[config.mk]
export PLATFORM = sky130hd
export DESIGN_NAME = icache_fetch_ctrl
export DESIGN_NICKNAME = d
export VERILOG_FILES = /design/src/rtl/icache_fetch_ctrl.sv
export SDC_FILE = /design/constraint.sdc
export NUM_CORES = 1
export LEC_CHECK = 0
export ABC_AREA = 1
export CAP_MARGIN = 10
export CORE_ASPECT_RATIO = 0.75
export CORE_MARGIN = 2
export CORE_UTILIZATION = 45
export DETAILED_ROUTE_END_ITERATION = 8
export GPL_TIMING_DRIVEN = 0
export HOLD_SLACK_MARGIN = 0.05
export SYNTH_ARGS = -nofsm -noshare
export SYNTH_HDL_FRONTEND = slang
export SYNTH_SLANG_ARGS = --single-unit
export TNS_END_PERCENT = 20
[constraint.sdc]
create_clock -name CLK -period 10.5 [get_ports CLK]
set_input_delay 3.15 -clock CLK [delete_from_list [all_inputs] [get_ports CLK]]
set_output_delay 3.15 -clock CLK [all_outputs]
set_load 0.01 [all_outputs]
[src/rtl/icache_fetch_ctrl.sv]
// Direct-mapped, one-word-per-block read-only instruction cache with a single-read miss channel.
// Optional hit/miss statistics counters are built only when ICACHE_STATS_EN is defined.
module icache_fetch_ctrl #(
    parameter int unsigned SETS   = 16,
    parameter int unsigned ADDR_W = 32,
    parameter int unsigned WORD_W = 32
) (
    input  logic              CLK,
    input  logic              RST,
    input  logic              imemREN,
    input  logic [ADDR_W-1:0] imemaddr,
    output logic [WORD_W-1:0] imemload,
    output logic              ihit,
    input  logic              flush,
    output logic              iREN,
    output logic [ADDR_W-1:0] iaddr,
    input  logic [WORD_W-1:0] iload,
    input  logic              iwait,
    output logic [31:0]       hit_count,
    output logic [31:0]       miss_count
);

    localparam int unsigned IDX_W = $clog2(SETS);
    localparam int unsigned TAG_W = ADDR_W - IDX_W - 2;

    typedef enum logic {
        IDLE,
        FETCH
    } state_e;

    state_e state_q, state_d;

    logic [SETS-1:0]   valid_q;
    logic [TAG_W-1:0]  tag_q  [SETS];
    logic [WORD_W-1:0] data_q [SETS];

    logic [ADDR_W-3:0] miss_addr_q;
    logic [ADDR_W-3:0] miss_addr_d;

    logic [IDX_W-1:0]  req_idx;
    logic [TAG_W-1:0]  req_tag;
    logic [IDX_W-1:0]  fill_idx;
    logic [TAG_W-1:0]  fill_tag;
    logic              lookup_hit;
    logic              miss;
    logic              fill;

    logic unused_byte_offset;
    assign unused_byte_offset = ^imemaddr[1:0];

    assign req_idx  = imemaddr[IDX_W+1:2];
    assign req_tag  = imemaddr[ADDR_W-1:IDX_W+2];
    assign fill_idx = miss_addr_q[IDX_W-1:0];
    assign fill_tag = miss_addr_q[ADDR_W-3:IDX_W];

    assign lookup_hit = valid_q[req_idx] && (tag_q[req_idx] == req_tag);

    // State register
    always_ff @(posedge CLK or posedge RST) begin
        if (RST) begin
            state_q <= IDLE;
        end else begin
            state_q <= state_d;
        end
    end

    // Next-state logic; flush aborts a fetch and beats a same-cycle completion
    always_comb begin
        state_d     = state_q;
        miss_addr_d = miss_addr_q;
        miss        = 1'b0;
        fill        = 1'b0;
        unique case (state_q)
            IDLE: begin
                miss = imemREN && !ihit;
                if (miss) begin
                    state_d     = FETCH;
                    miss_addr_d = imemaddr[ADDR_W-1:2];
                end
            end
            FETCH: begin
                if (flush) begin
                    state_d = IDLE;
                end else if (!iwait) begin
                    state_d = IDLE;
                    fill    = 1'b1;
                end
            end
            default: state_d = IDLE;
        endcase
    end

    // Output logic
    always_comb begin
        ihit     = 1'b0;
        imemload = '0;
        iREN     = 1'b0;
        iaddr    = '0;
        if (state_q == IDLE) begin
            ihit = imemREN && lookup_hit && !flush;
            if (ihit) begin
                imemload = data_q[req_idx];
            end
        end else begin
            iREN  = 1'b1;
            iaddr = {miss_addr_q, 2'b00};
        end
    end

    always_ff @(posedge CLK or posedge RST) begin
        if (RST) begin
            miss_addr_q <= '0;
        end else begin
            miss_addr_q <= miss_addr_d;
        end
    end

    always_ff @(posedge CLK or posedge RST) begin
        if (RST) begin
            valid_q <= '0;
        end else if (flush) begin
            valid_q <= '0;
        end else if (fill) begin
            valid_q[fill_idx] <= 1'b1;
        end
    end

    // Tag/data need no reset: they are qualified by valid_q
    always_ff @(posedge CLK) begin
        if (fill) begin
            tag_q[fill_idx]  <= fill_tag;
            data_q[fill_idx] <= iload;
        end
    end

`ifdef ICACHE_STATS_EN
    logic [31:0] hit_cnt_q;
    logic [31:0] miss_cnt_q;

    always_ff @(posedge CLK or posedge RST) begin
        if (RST) begin
            hit_cnt_q  <= '0;
            miss_cnt_q <= '0;
        end else begin
            if (ihit && (hit_cnt_q != '1)) begin
                hit_cnt_q <= hit_cnt_q + 32'd1;
            end
            if (miss && (miss_cnt_q != '1)) begin
                miss_cnt_q <= miss_cnt_q + 32'd1;
            end
        end
    end

    assign hit_count  = hit_cnt_q;
    assign miss_count = miss_cnt_q;
`else
    assign hit_count  = '0;
    assign miss_count = '0;
`endif

endmodule

# Word-level counts from Yosys, hierarchy flattened
# Memory sizes are Yosys's and may differ from the RTL's.
# Index checks and enable logic that the tools add are counted.
# classes
n_reduce_logical	9
magnitude_cmp	3
muxes	20
n_eq_ne	1
bitwise_logic	2
# ops
operator	count
2-to-1 mux 32 bit	3
2-to-1 mux 16 bit	2
equality test 26 bit	1
OR 16 bit	1
2-to-1 mux 1 bit	12
< comparator 4 x 5 -> 1 bit (second input constant)	2
logical AND 1 bit	5
binary-select mux 1 bit (select 4 bit)	1
demux 1 bit (select 4 bit)	1
greater-or-equal comparator 4 x 1 -> 1 bit (second input constant)	1
logical NOT 1 bit	2
one-hot mux 1 bit (2 select lines)	1
AND reduction 2 bit	1
nonzero test 2 bit	1
NOT 1 bit	1
# totals
in_bits	69
register_bits	47
ramBits	928
mem_count	2
output_inout_bits	130
word_cells	40
# mem_list
name	words	width	rd	rd_ports_with_merged_regs	write_ports	line	rtl
data_q	16	32	1	0	1	35	logic [WORD_W-1:0] data_q [SETS];
tag_q	16	26	1	0	1	34	logic [TAG_W-1:0] tag_q [SETS];

# Logic depth before layout (Yosys ltp)
# Gate-level depths: netlist of run 1.
# depth
word_depth	10
mapped_depth	22
depth_no_buf	18

# Worst setup path after synthesis of run 1
# OpenSTA, ideal clock, no wires.
# synth_timing
path_kind	input port to output port
from	input port imemaddr[3]
to	output port imemload[10]
t_required_ns	7.350
t_arrival_ns	4.858
cell_stages	13
setup_slack_ns	2.492
n_path_buf	3
path_cell_list	buf_4 -> inv_4 -> clkbuf_1 -> nand3_1 -> nand3_1 -> nand3_1 -> nand3_1 -> nand4_1 -> or2_1 -> nor2_1 -> nand2_1 -> buf_4 -> nor3_2
# synth_between
elab_chain_len	7
elab_cells_between_ends	10
cone_classes	eq/ne: 1; mux: 4; reduce/logical: 3; memory: 2
# synth_lines
item	line	rtl
from (decl)	11	input logic [ADDR_W-1:0] imemaddr,
memory read (16 x 26 bit) / binary-select mux 1 bit (select 4 bit) (equally long branches)	-	
equality test 26 bit / 2-to-1 mux 1 bit (equally long branches)	56	assign lookup_hit = valid_q[req_idx] && (tag_q[req_idx] == req_tag);
logical AND 1 bit	56	
logical AND 1 bit (2 in a row)	100	ihit = imemREN && lookup_hit && !flush;
2-to-1 mux 32 bit (*)	101	if (ihit) begin
2-to-1 mux 32 bit (*)	99	if (state_q == IDLE) begin
to (decl)	12	output logic [WORD_W-1:0] imemload,
# Every way passes the cells marked *; elsewhere a longest branch is shown, timed or not. The select of a mux whose other input is x is not followed.

# Worst setup path in the final report of run 1
# layout_timing
from	input port imemaddr[4]
to	output port imemload[12]
# The elaborated chain is that of the path after synthesis.

==> implementation parameters, run 1 <==
Parameter                              Value

Run status
  Outcome    complete, but fails checks
  Failing checks    setup timing

Finish
  Antenna Diode Count    0
  Final layout net count    3836
  Share of final-layout standard cells stronger than drive strength 1    0.1058
  Area growth from synthesis to layout    17.72%

STA
  Final count of pins violating max slew    0
  Total Neg Setup Slack    -0.006287 ns
  Clock tree skew after final layout    0.03863 ns
  Final-layout worst hold slack    0.5016 ns
  Headroom to the max-slew limit    0.1538
  Final setup slack of the worst path    -0.006287 ns
  Least-Margin Pin Slew    1.269 ns
  Setup repair after global routing missed its margin    true
  Final Hold Vio Count    0
  Period minus WS final    10.51 ns
  Final setup violation count    1
  Period utilization    1.001
  Maximum clock frequency    0.09518 GHz

Global route
  Wire length of the first global-routing pass    194300 µm
  Overflow after GRT    0
  GR met2 Demand/Resource    0.4040
  Vias in the first global route    26530
  Most Used Layer, Global Route    met1
  Overall Global Routing Usage    0.2974
  Number of antenna violations at the first check in global routing    3
  Maximum number of pins on one net before global-route repair    28
  M1 GR Usage    0.4540
  Met3 Use GR    0.1003

Die
  Overall die area    93090 µm²
  Number of placement rows    95
  I/O pin count    199
  Starting Density    0.4545
  Die Height    264.7 µm
  Area of the core region    89740 µm²
  Die width    351.6 µm

Synthesis
  Post-synth top area cell    sky130_fd_sc_hd__edfxtp_1
  Top flip-flop cell by instance count after synthesis    sky130_fd_sc_hd__edfxtp_1
  Synth top area cells    sky130_fd_sc_hd__edfxtp_1, sky130_fd_sc_hd__nand2_1, sky130_fd_sc_hd__nand3_1
  Area fraction of the dominant cell type after synthesis    0.6832
  Synth cell types    33
  Register bit total from synthesis    975
  Post-synthesis instance area    40790 µm²
  Yosys Warn Count    0
  Leading cell type by number of instances after synthesis    sky130_fd_sc_hd__edfxtp_1
  Synthesized netlist cell count    3428
  Fraction of the yosys area taken by sequential cells    0.7121
  Top cells by count, synth    sky130_fd_sc_hd__edfxtp_1, sky130_fd_sc_hd__nand2_1, sky130_fd_sc_hd__nand3_1, sky130_fd_sc_hd__a21oi_1, sky130_fd_sc_hd__inv_1
  Number of enable flip-flop cells after synthesis    928
  Per-instance average area after synthesis    11.90 µm²
  Async set or reset register ratio after synthesis    0.04821

Power
  Comb pwr share    0.083
  Clock network power share    0.395
  Reg power frac    0.522
  Pwr Total    0.008566 W
  Peak supply drop    131.5 µV
  Static power due to leakage    17.80 nW
  Switch share    0.2462
  Design internal power    0.006457 W
  Reported net switching power    0.002109 W
  PwrDens    178.4 nW/µm²

Worst setup path
  Startpoint type of the worst setup path    input pin
  Slowest CP cell    sky130_fd_sc_hd__buf_1
  Depth of the worst register-to-register path    6
  Start of the worst register-to-register path    state_q
  Terminus of the critical flop-to-flop path    tag_q[4][14]
  CP max FO    10
  Worst path max stage delay    0.73 ns
  Critical Path End Type    output pin
  Critical path data arrival time    7.36 ns
  Ordered list of cells on the worst path    clkdlybuf4s50_1, buf_2, buf_1, clkbuf_2, buf_1, a221oi_1, o31ai_1, nor3_2, clkdlybuf4s50_1
  Data required time of the critical path    7.35 ns
  Type of the worst setup path    in2out
  R2R Setup Slk    7.39 ns

Min path
  Class of the worst hold path    reg2reg
  Min-delay src    valid_q[12]
  Hold-critical path endpoint    valid_q[12]
  Worst hold stages    2

Route
  Total length of routed wires    139700 µm
  Detail-routed via count per cell    5.789
  Count of antenna-violating nets left after detailed routing    0
  Post-detailed-route wirelength per cell    27.62 µm
  Detailed Route Iter0 Violations    4934
  First drt pass iteration count    6
  Routed via count    29290
  Detailed-route DRC error count    0

Clock network
  CTS tree    built
  CTS buffer count    96
  Worst-path clk slew    0.07 ns
  Max clock buf depth    3
  Clock sink count    975
  Insertion delay of the later-clocked pin in the worst-skew pair    0.69 ns
  H-tree Lvls    3
  Buffer cell driving the clock tree root    sky130_fd_sc_hd__clkbuf_16

Place
  Detailed Place HPWL    94160 µm
  Port Buffer Count    126
  Placement-stage worst setup slack    -0.5213 ns
  Routability congestion estimate    0.9659

Flow run
  Max-cap check violation count    0
[metrics by stage]
stage                     utilization  std cells  cell area (µm²)
final                          0.5350       5059            48010
after CTS                      0.5349       5059            48010
after global routing           0.5350       5059            48010
after detailed placement       0.5008       4879            44940
after floorplan                     -       3493            41030
after global placement         0.4882       4831            43810
[worst max path at each step]
stage	start	slack, ns	end	depth (start not counted)
finish	imemaddr[4]	-0.006	imemload[12]	9
global route	imemaddr[4]	-0.08	imemload[27]	14
CTS	imemaddr[4]	0.01	imemload[27]	15
detailed placement	imemaddr[4]	-0.52	imemload[27]	14
global placement	flush	-0.54	data_q[14][8]	8
floorplan	imemaddr[3]	2.49	imemload[10]	13
[registers in the layout (all words and copies together) (netlist names)]
name,flops
valid_q,16
state_q,1
tag_q,416
miss_addr_q,30
data_q,512
[power by group through the flow]
stage / sequential [W] / clock (W) / combinational (W)
2_1_floorplan: 0.00451 / 0 / 0.000362
3_3_place_gp: 0.00456 / 0 / 0.000662
3_5_place_dp: 0.00456 / 0 / 0.000684
4_1_cts: 0.00447 / 0.00340 / 0.000688
5_1_grt: 0.00448 / 0.00353 / 0.000752
6_report: 0.00448 / 0.00338 / 0.000711
[cells in the final DEF (no fill, tap or decap), types with 5 or more instances in the layout]
| cell type | instances |
|---|---|
| sky130_fd_sc_hd__buf_12 | 41 |
| sky130_fd_sc_hd__a221o_1 | 23 |
| sky130_fd_sc_hd__nor3_2 | 29 |
| sky130_fd_sc_hd__nand3_1 | 281 |
| sky130_fd_sc_hd__edfxtp_1 | 928 |
| sky130_fd_sc_hd__nor2_4 | 16 |
| sky130_fd_sc_hd__clkdlybuf4s50_1 | 126 |
| sky130_fd_sc_hd__clkbuf_2 | 5 |
| sky130_fd_sc_hd__o211ai_1 | 48 |
| sky130_fd_sc_hd__clkinv_1 | 30 |
| sky130_fd_sc_hd__dfrtp_1 | 47 |
| sky130_fd_sc_hd__a221oi_1 | 82 |
| sky130_fd_sc_hd__buf_2 | 56 |
| sky130_fd_sc_hd__o31ai_1 | 28 |
| sky130_fd_sc_hd__buf_1 | 35 |
| sky130_fd_sc_hd__clkinv_2 | 14 |
| sky130_fd_sc_hd__o21ai_0 | 37 |
| sky130_fd_sc_hd__o21ai_1 | 32 |
| sky130_fd_sc_hd__conb_1 | 66 |
| sky130_fd_sc_hd__a21oi_1 | 242 |
| sky130_fd_sc_hd__buf_16 | 7 |
| sky130_fd_sc_hd__buf_6 | 17 |
| sky130_fd_sc_hd__nor2_1 | 164 |
| sky130_fd_sc_hd__or2_2 | 5 |
| sky130_fd_sc_hd__a32o_1 | 23 |
| sky130_fd_sc_hd__nand2_1 | 909 |
| sky130_fd_sc_hd__nor3_1 | 5 |
| sky130_fd_sc_hd__bufinv_16 | 7 |
| sky130_fd_sc_hd__inv_1 | 225 |
| sky130_fd_sc_hd__clkbuf_16 | 97 |
| sky130_fd_sc_hd__buf_4 | 95 |
| sky130_fd_sc_hd__clkbuf_1 | 96 |
[worst max-delay path, delay by kind of cell]
| family | cells | cell delay [ns] |
|---|---|---|
| buffers and inverters | 6 | 3.35 |
| AOI/OAI and AO/OA | 2 | 0.73 |
| and+or+nand+nor | 1 | 0.10 |
[cell families after synthesis]
family,count (synthesis),synth area share
simple gates,1420,0.1451
flops,975,0.7121
compound gates,520,0.08209
buf+inv,512,0.06062
other cells,1,0.00009194
[repair_timing]
item                                    CTS  global route
hold buffers                              0             0
resized for setup                         9             9
endpoints found under the setup margin   33             6
pin swaps                                 0             0
setup buffers                             2             0
[layout make-up]
class | instances | area, µm²
timing repair buffer | 176 | 2290
multi-input combinational | 2006 | 9643
clock buffer | 120 | 2524
buffer | 282 | 1627
fill | 7626 | 41730
sequential | 975 | 29040
inverter | 230 | 868.3
tap | 1212 | 1516
clock inverter | 58 | 501.7
[metal layers]
metal	share of wire	wire, µm
met1	0.41	57670
met3	0.16	21750
met5	0.00015	21
met4	0.025	3495
met2	0.41	56820
Note: power is estimated with default switching activity, not from simulation.
==> run 2: changes to the inputs <==
Settings changed: CORE_ASPECT_RATIO 0.75 to 1.75.
==> run 2 against run 1 <==
The flow now finishes without violations. Worst hold slack got worse by 0.0040 ns. Flip-flop and latch count unchanged. Clock-buffer cell count shrank 2. Combinational power about the same. Global-route usage rose by 1.3 points. Setup slack improved by 0.037 ns. First-iteration DRC count fell by 34%. Sequential power about the same. Utilization is 0.49 points lower. Total power fell by 0.91%. Clock skew decreased by 0.013 ns. Clock power shrank 2%. Largest power group unchanged. Highest routed layer unchanged.
==> implementation parameters, run 2 (synthesis gave the netlist of run 1 again) <==
Parameter                              Value

Die
  Starting Density    0.4520
  Die Height    402.3 µm
  Area of the core region    90240 µm²
  I/O pin count    199
  Die width    231.6 µm
  Number of placement rows    146
  Overall die area    93160 µm²

Route
  Detail-routed via count per cell    5.821
  Post-detailed-route wirelength per cell    29.05 µm
  First drt pass iteration count    6
  Detailed-route DRC error count    0
  Total length of routed wires    145600 µm
  Count of antenna-violating nets left after detailed routing    0
  Routed via count    29170
  Detailed Route Iter0 Violations    3275

Finish
  Number of flip-flops under the largest register name    512
  Regs by FF count    data_q: 512 flops, tag_q: 416 flops, miss_addr_q: 30 flops
  Most flop-heavy register    data_q
  Final layout net count    3829
  Most frequent cells in the layout    sky130_fd_sc_hd__edfxtp_1, sky130_fd_sc_hd__nand2_1, sky130_fd_sc_hd__nand3_1, sky130_fd_sc_hd__a21oi_1, sky130_fd_sc_hd__inv_1
  Share of final-layout standard cells stronger than drive strength 1    0.1056
  Final-layout fill cell count    7842
  Area growth from synthesis to layout    17.28%
  Multi-input gate area in the final layout    9646 µm²
  Register Area    29040 µm²
  Number of non-filler instances in the completed layout    5011
  Most common library cell in the layout ignoring fill and taps    sky130_fd_sc_hd__edfxtp_1

Clock network
  Buffer cell driving the clock tree root    sky130_fd_sc_hd__clkbuf_16
  Insertion delay of the later-clocked pin in the worst-skew pair    0.69 ns
  CTS tree    built
  H-tree Lvls    3
  CTS buffer count    89
  Max clock buf depth    3
  Hold buffer count at CTS    0
  Clock sink count    975
  Worst-path clk slew    0.07 ns

Worst setup path
  Buffering stage count on the worst path with inverters included    4
  Startpoint type of the worst setup path    input pin
  Critical Path End Type    output pin
  Top Family by Delay on Critical Path    buffers and inverters
  Terminus of the critical flop-to-flop path    tag_q[3][23]
  Ordered list of cells on the worst path    buf_4, clkbuf_1, o21ai_0, o211ai_1, nand3_1, nand3_1, o21ai_1, nor2_1, nand2_1, nor2_1, nand2_2, buf_4, nor3_2, clkdlybuf4s50_1
  Type of the worst setup path    in2out
  Depth of the worst register-to-register path    9
  Start of the worst register-to-register path    state_q
  Number of logic stages on the critical path including buffering    14
  Critical Path End    imemload[29]
  CP max FO    10
  R2R Setup Slk    7.30 ns
  Slowest CP cell    sky130_fd_sc_hd__clkbuf_1
  Data required time of the critical path    7.35 ns
  Critical path data arrival time    7.32 ns
  Beginning of the critical path    imemaddr[3]
  Worst path max stage delay    0.87 ns

Power
  Static power due to leakage    17.71 nW
  PwrDens    177.4 nW/µm²
  Peak supply drop    145.4 µV

Global route
  Overall Global Routing Usage    0.3103
  Maximum number of pins on one net before global-route repair    34
  Overflow after GRT    0
  Wire length of the first global-routing pass    201800 µm
  Vias in the first global route    28390
  Number of antenna violations at the first check in global routing    6

STA
  Maximum clock frequency    0.09552 GHz
  Final Hold Vio Count    0
  Final count of pins violating max slew    0
  Clock tree skew after final layout    0.02592 ns
  Final-layout worst hold slack    0.4976 ns
  Headroom to the max-slew limit    0.1643
  Period utilization    0.9970
  Period minus WS final    10.47 ns
  Setup repair after global routing missed its margin    false
  Least-Margin Pin Slew    1.254 ns
  Final setup violation count    0
  Final setup slack of the worst path    0.03100 ns

Place
  Port Buffer Count    126
  Number of placed instances, taps included    4850
  Detailed Place HPWL    99530 µm
  Placement-stage worst setup slack    -0.5109 ns
  Routability congestion estimate    0.9628

Flow run
  Max-cap check violation count    0

Min path
  Class of the worst hold path    reg2reg

Run status
  Outcome    complete, no violations
## run 2: cell types whose count changed in the layout (fill, tap and decap cells not counted), moves of 4 or more
cell	before	now
sky130_fd_sc_hd__clkbuf_16	97	92
sky130_fd_sc_hd__clkbuf_8	1	5
sky130_fd_sc_hd__clkinv_1	30	13
sky130_fd_sc_hd__clkinv_2	14	10
sky130_fd_sc_hd__clkinvlp_4	1	6
## run 2: worst min-delay path, cell delays in order, from the launching register on
cell	delay, ns
sky130_fd_sc_hd__dfrtp_1	0.34
sky130_fd_sc_hd__nor2_1	0.05
sky130_fd_sc_hd__nor2_1	0.07
## run 2: final cells by class
| type | instances | area share |
|---|---|---|
| well taps | 1184 | 0.03097 |
| flip-flops and latches | 975 | 0.6072 |
| clock buffers | 118 | 0.05122 |
| multi-input cells | 2006 | 0.2016 |
| repair buffers | 176 | 0.04776 |
| plain buffers | 282 | 0.03395 |
| diodes | 1 | 0.00005231 |
| clock inverters | 39 | 0.009103 |
| inverters | 230 | 0.01815 |
## run 2: worst min path at each step
stage | start | to | slack, ns | depth (start not counted)
floorplan | valid_q[10] | valid_q[10] | 0.46 | 2
global placement | valid_q[10] | valid_q[10] | 0.47 | 2
detailed placement | valid_q[9] | valid_q[9] | 0.49 | 2
CTS | valid_q[9] | valid_q[9] | 0.50 | 2
global route | valid_q[12] | valid_q[12] | 0.52 | 2
finish | valid_q[5] | valid_q[5] | 0.50 | 2
## run 2: where the power goes
part | internal, W | switching (W)
clock network | 0.00186 | 0.00145
logic | 0.000209 | 0.000505
registers | 0.00437 | 0.000101
## run 2: through the flow
stage / area, µm² / utilization / setup TNS [ns] / total power (W)
2_1_floorplan: 41030 / - / 0 / 0.004869
3_3_place_gp: 43770 / 0.4851 / -591.06 / 0.005226
3_5_place_dp: 44890 / 0.4975 / -9.086 / 0.005246
4_1_cts: 47830 / 0.5300 / 0 / 0.008472
5_1_grt: 47830 / 0.5300 / 0 / 0.008683
6_report: 47830 / 0.5301 / 0 / 0.008488
## run 2: metal layers
metal / share of wire / routed length, µm / GRT usage / vias to the layer above
li1: - / - / - / 12600
met1: 0.33 / 48510 / 0.3390 / 14350
met2: 0.51 / 74910 / 0.5523 / 1719
met4: 0.078 / 11300 / 0.2118 / 10
met5: 0.00044 / 64 / 0 / -
met3: 0.074 / 10800 / 0.04521 / 492
## run 2: repair_timing
action / CTS / global route
setup endpoints to repair: 33 / 1
cloned: 0 / 0
pin swaps: 0 / 0
gates resized for setup: 11 / 1
buffers inserted: 3 / 0
